<file path="config.mk">
export PLATFORM = sky130hd
export DESIGN_NAME = busrq_responder
export DESIGN_NICKNAME = d
export VERILOG_FILES = /design/src/rtl/ngs_bus_pkg.sv /design/src/rtl/ngs_sync.sv /design/src/rtl/busrq_responder.sv
export SDC_FILE = /design/constraint.sdc
export NUM_CORES = 1
export LEC_CHECK = 0
export BUFFER_PORTS_ARGS = -buffer_cell sky130_fd_sc_hd__buf_2
export CORE_MARGIN = 1
export CORE_UTILIZATION = 30
export CTS_BUF_LIST = sky130_fd_sc_hd__clkbuf_4 sky130_fd_sc_hd__clkbuf_8
export DETAILED_ROUTE_END_ITERATION = 10
export MAX_ROUTING_LAYER = met4
export PLACE_DENSITY_LB_ADDON = 0.25
export SYNTH_ARGS = -nofsm -noshare
export SYNTH_HDL_FRONTEND = slang
export SYNTH_SLANG_ARGS = --single-unit
</file>
<file path="constraint.sdc">
create_clock -name clk_fpga -period 3 [get_ports clk_fpga]
set_clock_uncertainty 0.15 [all_clocks]
set_input_delay 0.3 -clock clk_fpga [delete_from_list [all_inputs] [get_ports clk_fpga]]
set_output_delay 0.3 -clock clk_fpga [all_outputs]
set_load 0.1 [all_outputs]
</file>
<file path="src/rtl/ngs_bus_pkg.sv">
// Shared encodings and defaults for the bus-handover blocks.
// Imported by the BUSRQ responder and its helpers.
package ngs_bus_pkg;

    typedef enum logic [2:0] {
        ST_OWN     = 3'd0,
        ST_DRAIN   = 3'd1,
        ST_RELEASE = 3'd2,
        ST_GRANTED = 3'd3,
        ST_RECLAIM = 3'd4
    } bus_state_e;

    localparam int DEF_TURN_CYCLES = 2;
    localparam int DEF_SYNC_STAGES = 2;

endpackage

</file>
<file path="src/rtl/ngs_sync.sv">
// Flop-chain synchroniser for asynchronous bus inputs.
// Cleared asynchronously to the inactive (0) level.
module ngs_sync #(
    parameter int STAGES = 2
) (
    input  logic clk_i,
    input  logic rst_i,
    input  logic d_i,
    output logic q_o
);

    logic [STAGES-1:0] sync_q;

    always_ff @(posedge clk_i or posedge rst_i) begin
        if (rst_i) begin
            sync_q <= '0;
        end else begin
            sync_q <= {sync_q[STAGES-2:0], d_i};
        end
    end

    assign q_o = sync_q[STAGES-1];

endmodule

</file>
<file path="src/rtl/busrq_responder.sv">
// Responder side of a Z80-style BUSRQ/BUSAK handshake.
// Drains the local master, turns drivers off, then grants the bus.
module busrq_responder
    import ngs_bus_pkg::*;
#(
    parameter int SYNC_STAGES = DEF_SYNC_STAGES,
    parameter int TURN_CYCLES = DEF_TURN_CYCLES,
    parameter int CNT_W       = 4
) (
    input  logic       clk_fpga,
    input  logic       rst,
    input  logic       busrq_n,
    output logic       busak_n,
    input  logic       cyc_active,
    output logic       cyc_start_ok,
    output logic       bus_oe,
    output logic       granted,
    output logic [7:0] grant_cnt
);

    localparam logic [CNT_W-1:0] CNT_LAST = CNT_W'(TURN_CYCLES - 1);

    bus_state_e       state_q, state_d;
    logic [CNT_W-1:0] cnt_q, cnt_d;
    logic [7:0]       grant_cnt_q, grant_cnt_d;
    logic             bus_oe_q, bus_oe_d;
    logic             busak_n_q, busak_n_d;
    logic             granted_q, granted_d;
    logic             rq_s;

    ngs_sync #(
        .STAGES(SYNC_STAGES)
    ) u_rq_sync (
        .clk_i(clk_fpga),
        .rst_i(rst),
        .d_i  (~busrq_n),
        .q_o  (rq_s)
    );

    always_ff @(posedge clk_fpga or posedge rst) begin
        if (rst) begin
            state_q     <= ST_RECLAIM;
            cnt_q       <= '0;
            grant_cnt_q <= '0;
            bus_oe_q    <= 1'b0;
            busak_n_q   <= 1'b1;
            granted_q   <= 1'b0;
        end else begin
            state_q     <= state_d;
            cnt_q       <= cnt_d;
            grant_cnt_q <= grant_cnt_d;
            bus_oe_q    <= bus_oe_d;
            busak_n_q   <= busak_n_d;
            granted_q   <= granted_d;
        end
    end

    always_comb begin
        state_d     = state_q;
        cnt_d       = cnt_q;
        grant_cnt_d = grant_cnt_q;
        unique case (state_q)
            ST_OWN: begin
                cnt_d = '0;
                if (rq_s) begin
                    state_d = cyc_active ? ST_DRAIN : ST_RELEASE;
                end
            end
            ST_DRAIN: begin
                cnt_d = '0;
                if (!rq_s) begin
                    state_d = ST_OWN;
                end else if (!cyc_active) begin
                    state_d = ST_RELEASE;
                end
            end
            ST_RELEASE: begin
                if (!rq_s) begin
                    state_d = ST_RECLAIM;
                    cnt_d   = '0;
                end else if (cnt_q == CNT_LAST) begin
                    state_d     = ST_GRANTED;
                    grant_cnt_d = grant_cnt_q + 8'd1;
                end else begin
                    cnt_d = cnt_q + CNT_W'(1);
                end
            end
            ST_GRANTED: begin
                if (!rq_s) begin
                    state_d = ST_RECLAIM;
                    cnt_d   = '0;
                end
            end
            ST_RECLAIM: begin
                // A new request waits until the reclaim finishes.
                if (cnt_q == CNT_LAST) begin
                    state_d = ST_OWN;
                end else begin
                    cnt_d = cnt_q + CNT_W'(1);
                end
            end
            default: begin
                state_d = ST_RECLAIM;
                cnt_d   = '0;
            end
        endcase
    end

    // Outputs registered from the next state so they switch with it.
    always_comb begin
        bus_oe_d  = (state_d == ST_OWN) || (state_d == ST_DRAIN);
        busak_n_d = (state_d != ST_GRANTED);
        granted_d = (state_d == ST_GRANTED);
    end

    assign cyc_start_ok = (state_q == ST_OWN) && !rq_s;
    assign bus_oe       = bus_oe_q;
    assign busak_n      = busak_n_q;
    assign granted      = granted_q;
    assign grant_cnt    = grant_cnt_q;

endmodule

</file>
## After elaboration in Yosys (flattened, before gate mapping)

Index checks and enable logic that the tools add are counted.

| word-level totals | value |
|---|---|
| flip-flop bits (word level) | 20 |
| input bits | 4 |
| word-level logic and storage cells | 38 |

| operators by class | value |
|---|---|
| $add $sub $neg | 2 |
| eq/ne operators | 9 |
| mux-type cells | 13 |
| bitwise gates (word level) | 1 |
| reductions and logical operators | 6 |

Operators with widths:

| operator | number |
|---|---|
| 3-bit 2-to-1 mux | 7 |
| 3-bit case mux with 5 select lines | 1 |
| 4-bit 2-to-1 mux | 3 |
| 4-bit case mux with 3 select lines | 1 |
| 3-bit by 2-bit == test with 1-bit output, second input constant | 3 |
| 8-bit by 1-bit adder with 8-bit output, second input constant | 1 |
| 3-bit by 1-bit == test with 1-bit output, second input constant | 2 |
| 3-bit logical NOT | 2 |
| 4-bit by 1-bit adder with 4-bit output, second input constant | 1 |
| 4-bit by 1-bit == test with 1-bit output, second input constant | 1 |
| 3-bit == test, second input constant | 1 |
| 3-bit by 2-bit != test with 1-bit output, second input constant | 1 |
| 3-bit AND reduction | 1 |
| 2-bit 2-to-1 mux | 1 |
| 2-bit != test, second input constant | 1 |
| 1-bit logical AND | 1 |
| 1-bit logical NOT | 1 |
| 1-bit logical OR | 1 |
| 1-bit NOT | 1 |

## Longest topological paths before layout

Gate-level depths: netlist of the first run.

| depth | value |
|---|---|
| depth after elaboration | 6 |
| gate-level depth with buffers | 6 |

## By module

Synthesis of the first run repeated with hierarchy kept, for this count alone.

| second synthesis, totals | value |
|---|---|
| cells, all modules | 87 |
| area total of the unflattened synthesis | 962.2 sq um |

Modules (own cells, without submodules):

| module | times used | cells each | area an instance (sq um) | seq. area each (sq um) |
|---|---|---|---|---|
| busrq_responder | 1 | 84 | 908.4 | 452.9 |
| ngs_sync | 1 | 3 | 53.8 | 50.0 |

## Worst setup path after synthesis of the first run

OpenSTA, ideal clock, no wires.

| timing path | value |
|---|---|
| kind | reg2out |
| start | reg state_q[0] |
| end | out cyc_start_ok |
| data arrival time | 3.415 ns |
| slack | -0.865 ns |
| cell stages (with the launch flop) | 3 |
| cells stage by stage | dfrtp_1 -> clkbuf_1 -> nor4_1 |

| between the ends | value |
|---|---|
| cells in the longest elaborated chain, start to end | 2 |

RTL lines:

| element | line | source |
|---|---|---|
| start: declaration | busrq_responder.sv:23 | `bus_state_e state_q, state_d;` |
| start signal: assignment | busrq_responder.sv:49 | `state_q <= state_d;` |
| 3-bit logical NOT | busrq_responder.sv:116 | `assign cyc_start_ok = (state_q == ST_OWN) && !rq_s;` |
| 1-bit logical AND | busrq_responder.sv:116 |  |
| end: declaration | busrq_responder.sv:15 | `output logic cyc_start_ok,` |

No other way between the ends.

## Worst setup path after layout of the first run

| timing path | value |
|---|---|
| start | reg state_q[1] |
| end | out cyc_start_ok |

Same word-level chain as after synthesis.

==> results.yml, run 1 <==
power:
  seqPwrFrac: 0.410
  vdd.ir_drop.worst_uv: 352
  intPower_uw: 500
  power_switching_uw: 438
  comb_power_share: 0.424
  p_clk_frac: 0.166
  power_density_nw_per_um2: 830
  switching_share: 0.467
  leakagePower_nw: 0.550
sta:
  max_freq_mhz: 508
  tightest_slew_ps: 737
  rsz0062_at_grt: "false"
  setup_viol: 0
  drv_slew: 0
  whs_ps: 38.4
  hold_viol: 0
  period_needed_ps: 1970
  fin_ws_ps: 1030
  timing.final.crit_share: 0.657
  fin_tns_setup_ps: 0
  slew_headroom: 0.508
clocking:
  clk_latency_ps: 300
  cts.sinks: 20
  clockBufferDepth: 2
  cts_setup_buffers: 0
  cts_root_buf: "clkbuf_4"
  path_clk_slew_ps: 120
  cts_repair_resize_count: 0
  postCtsHoldBufs: 2
  cts_inserted_buffers: 3
  cts_tree: "done"
  htreeDepth: 1
synthesis:
  synth_seq_area_share: 0.521
  yosysWarnings: 0
  yosys_register_bits: 20
  synth-edff-count: 0
  synthFlopType: "dfrtp_1"
  syn_avg_cell_area_um2: 10.8
  syn_area_um2: 965
  synth_cells: 89
  synthArstFlopShare: 1.00
  syn_nets: 96
  ys_types: 32
grt:
  grt_pass1_wl_um: 2800
  track_usage: 0.114
  grt_max_degree: 21
  antenna_found_initial: 0
  grt_pass1_vias: 635
  globalRouteOverflowTotal: 0
cells_and_area:
  layout_commonest_cell: "dfrtp_1"
  nNetsFinal: 113
  fillerInstances: 330
  utilization: 0.370
  n_antenna_cell: 0
  drive_above_1_share: 0.257
  syn2layout_area_growth_pct: 17.1
  final_cell_mix: "dfrtp_1, buf_2"
  final_area_um2: 1130
die:
  io_pins: 16
  start_util: 0.316
  die_area_um2: 3450
  fp.dieH_um: 58.7
  core_area_um2: 3050
  die_w_um: 58.7
  rows: 20
worst_setup_path:
  critPathBufInv: 1
  path_cells: "nor4_2, buf_2"
  crit_required_ps: 2550
  crit_arrival_ps: 1520
  worst-path-max-fanout: 10
  end_kind: "output port"
  critPathMaxStageDelay_ps: 500
  path_delay_family: "flip-flops"
  start_kind: "register"
  crit_slowest_cell: "dfrtp_1"
  path_class: "register to output port"
status:
  status: "complete, no violations"
place:
  pre_cts_ws_ps: 1100
  port_buffers: 15
  dpl_cell_area_um2: 1070
  gp_congestion: 0.805
detailed_routing:
  wl_um: 1640
  vias_per_cell: 4.58
  wl_per_cell_um: 11.0
  dr.pass1.iters: 4
  route.antenna.remaining_nets: 0
  dr_total_vias: 683
  drt_iter0_drc: 13
  drc: 0
hold_path:
  hp-class: "input port to register"
flow_run:
  maxCapViolCount: 0
synth_stat cells, types with 2 or more instances:
library cell	count	area [um2]
ha_1	3	37.5
nand3_1	7	35.0
inv_1	7	26.3
dfstp_2	2	52.6
a21oi_1	4	20.0
nor3_1	4	20.0
dfrtp_1	18	450
xor2_1	7	61.3
nor2_1	7	26.3
nor4_2	2	25.0
nand4_1	2	12.5
nor4_1	2	12.5
nand2b_1	2	12.5
nor2b_1	2	12.5
clkbuf_1	3	11.3
worst reg2reg max path, cell delays in order, from the launching register on:
cell,delay (ps)
dfrtp_1,420
inv_1,80
ha_1,150
or3b_4,460
nor2_1,210
mux2_2,360
layout make-up:
class                           count  area [um2]  share of cell area
Clock buffer                        4        36.3              0.0321
Inverter                            7        26.3              0.0233
Multi-Input combinational cell     57         414               0.367
Sequential cell                    20         503               0.445
Tap cell                           44        55.1              0.0487
Timing Repair Buffer               17        95.1              0.0842
worst paths after layout:
kind                       cells after the start  slack, ps             endpoint                start
hold / removal                                 2         40           state_q[1]           cyc_active
max in group asynchronous                      3       1730         grant_cnt[7]                  rst
setup reg to reg                               5       1070         grant_cnt[1]             cnt_q[1]
setup / recovery                               2       1030         cyc_start_ok           state_q[1]
hold reg to reg                                0        210  u_rq_sync.sync_q[1]  u_rq_sync.sync_q[0]
min in group asynchronous                      3        500  u_rq_sync.sync_q[0]                  rst
power groups by stage:
| stage | logic, mW | clock network (mW) | registers (mW) |
|---|---|---|---|
| after floorplan | 0.206 | 0 | 0.528 |
| after global placement | 0.391 | 0 | 0.386 |
| after detailed placement | 0.397 | 0 | 0.389 |
| after CTS | 0.401 | 0.163 | 0.384 |
| after global routing | 0.425 | 0.172 | 0.394 |
| final | 0.397 | 0.156 | 0.385 |
flip-flops by register name, summed over array words and instances (netlist names):
name	flops
grant_cnt	8
u_rq_sync.sync_q	2
state_q	3
bus_oe	1
busak_n	1
cnt_q	4
granted	1
kinds of logic after synthesis:
logic type               synth area share
AO/OA/AOI/OAI                      0.0687
XOR/XNOR                           0.0726
adder cells (fa/ha/maj)            0.0389
buffers and inverters              0.0558
flip-flops                          0.521
multiplexers                       0.0117
AND/OR/NAND/NOR                     0.231
layer usage:
metal,track usage,share of wire
met1,0.138,0.45
met2,0.176,0.51
met3,0.0220,0.024
met4,0.0714,0.013
met5,-,0
through the flow:
stage | instances | power (mW)
final | 149 | 0.938
after global routing | 149 | 0.992
after CTS | 149 | 0.948
after detailed placement | 143 | 0.787
after global placement | 143 | 0.777
after floorplan | 89 | 0.734
Power figures use the tool's default switching activity.
==> run 2: changes to the inputs <==
Settings changed: ABC_AREA set to 1.
Clock period 3 ns to 2 ns, I/O delays scaled along.
==> run 2 against run 1 <==
Power rose by 76%. Area after synthesis rose by 12%. Core utilization rose by 1.3 points. Design area rose by 15%. Critical path depth did not move. Clock power rose by 110%. Via count rose by 30%. Count of clock-buffer cells in the layout fell by 1. Non-clock buffer count did not move. Global-route usage rose by 0.37 points. Sequential cell count did not move. Critical path type unchanged. Critical endpoint unchanged.
==> results.yml, run 2 <==
clocking:
  cts_inserted_buffers: 3
  postCtsHoldBufs: 2
  clockBufferDepth: 2
  path_clk_slew_ps: 110
  htreeDepth: 1
  cts_repair_resize_count: 0
  cts_setup_buffers: 0
  cts_tree: "done"
  cts_root_buf: "clkbuf_4"
  cts.sinks: 20
  clk_latency_ps: 300
worst_setup_path:
  start_kind: "register"
  crit_arrival_ps: 1530
  path_class: "register to output port"
  crit_required_ps: 1650
  worst-path-max-fanout: 10
  end_kind: "output port"
grt:
  track_usage: 0.118
  grt_pass1_wl_um: 3530
  antenna_found_initial: 0
  globalRouteOverflowTotal: 0
  grt_pass1_vias: 796
  grt_max_degree: 21
synthesis:
  syn_avg_cell_area_um2: 7.80
  synthMostInstantiatedCell: "nand2_1"
  post-synth-top-area-fraction: 0.415
  synth_top_area_cell: "dfrtp_1"
  syn_area_um2: 1080
  synth_seq_area_share: 0.464
  synthFlopType: "dfrtp_1"
  yosysWarnings: 0
  synth-edff-count: 0
  ys_types: 22
  synth_common_cells: "nand2_1, dfrtp_1, nor2_1, inv_1, nand3_1"
  synthTopCellsByArea: "dfrtp_1, nand2_1, nor2_1, nand3_1, dfstp_2"
  yosys_register_bits: 20
  syn_nets: 146
  synth_cells: 139
  synthArstFlopShare: 1.00
status:
  status: "complete, no violations"
cells_and_area:
  regArea_um2: 503
  layout_commonest_cell: "nand2_1"
  final_area_um2: 1300
  fillerInstances: 338
  multi_input_area_um2: 526
  largest_reg_flops: 8
  drive_above_1_share: 0.239
  final_cell_mix: "nand2_1, dfrtp_1, nor2_1, buf_2, inv_1"
  utilization: 0.383
  nNetsFinal: 167
  fin_cells: 205
  syn2layout_area_growth_pct: 19.6
  n_antenna_cell: 0
sta:
  whs_ps: 168
  fin_tns_setup_ps: 0
  tightest_slew_ps: 761
  rsz0062_at_grt: "false"
  hold_viol: 0
  timing.final.crit_share: 0.942
  fin_ws_ps: 116
  setup_viol: 0
  period_needed_ps: 1880
  max_freq_mhz: 531
  drv_slew: 0
  slew_headroom: 0.492
place:
  dp_cells: 199
  pre_cts_ws_ps: 452
  port_buffers: 15
  dpl_cell_area_um2: 1220
  dp_hpwl_um: 1480
  gp_congestion: 0.836
detailed_routing:
  drt_iter0_drc: 32
  dr_total_vias: 888
  vias_per_cell: 4.33
  drc: 0
  wl_per_cell_um: 9.64
  wl_um: 1980
  route.antenna.remaining_nets: 0
  dr.pass1.iters: 4
hold_path:
  hp-class: "input port to register"
power:
  vdd.ir_drop.worst_uv: 553
  power_density_nw_per_um2: 1280
  leakagePower_nw: 0.710
  p_total_mw: 1.65
die:
  io_pins: 16
  die_area_um2: 3860
  core_area_um2: 3390
  fp.dieH_um: 62.1
  die_w_um: 62.1
  rows: 21
  start_util: 0.320
flow_run:
  maxCapViolCount: 0
-- run 2: cell count changes after synthesis, sizes merged, moves of 4 or more --
cell and delta:
nor2 +14, inv +10, nand2 +54, xor2 -4, nand3 +5, a21oi -4
-- run 2: per-layer routing --
metal	track usage	share of wire	routed length, um	vias up
met1	0.157	0.49	978	394
met5	-	0	0	-
li1	-	-	-	468
met2	0.177	0.46	912	20
met4	0.0436	0.013	25	0
met3	0.0221	0.031	62	6
-- run 2: worst max-delay path, stage by stage, from the launching register on --
cell and delay (ps):
dfrtp_1 510, nor4_4 270, buf_2 460
-- run 2: power by group --
part / total (mW) / switching (mW) / internal, mW
Sequential: 0.607 / 0.115 / 0.492
Clock: 0.324 / 0.121 / 0.202
Combinational: 0.724 / 0.553 / 0.171
Total: 1.65 / 0.789 / 0.866
-- run 2: path summary, 6_finish.rpt --
path	cells past startpoint	start	endpoint	slack, ps
min in group asynchronous	3	rst	u_rq_sync.sync_q[0]	430
max in group asynchronous	3	rst	grant_cnt[4]	800
max reg2reg	6	cnt_q[1]	grant_cnt[0]	540
min reg2reg	0	u_rq_sync.sync_q[0]	u_rq_sync.sync_q[1]	210
max	2	state_q[1]	cyc_start_ok	120
min	5	cyc_active	state_q[0]	170
-- run 2: area by class of cell --
type	instances	area share
clock buffers	3	0.0174
clock inverters	1	0.0231
inverters	17	0.0492
multi-input cells	101	0.405
flip-flops and latches	20	0.388
well taps	46	0.0444
repair buffers	17	0.0733
-- run 2: logic make-up after synthesis --
logic type | synth area share
DFF | 0.464
xor gates and xnor gates | 0.0323
and+or+nand+nor | 0.392
adders and majority gates | 0.0346
buffers and inverters | 0.0657
AOI/OAI and AO/OA | 0.0115
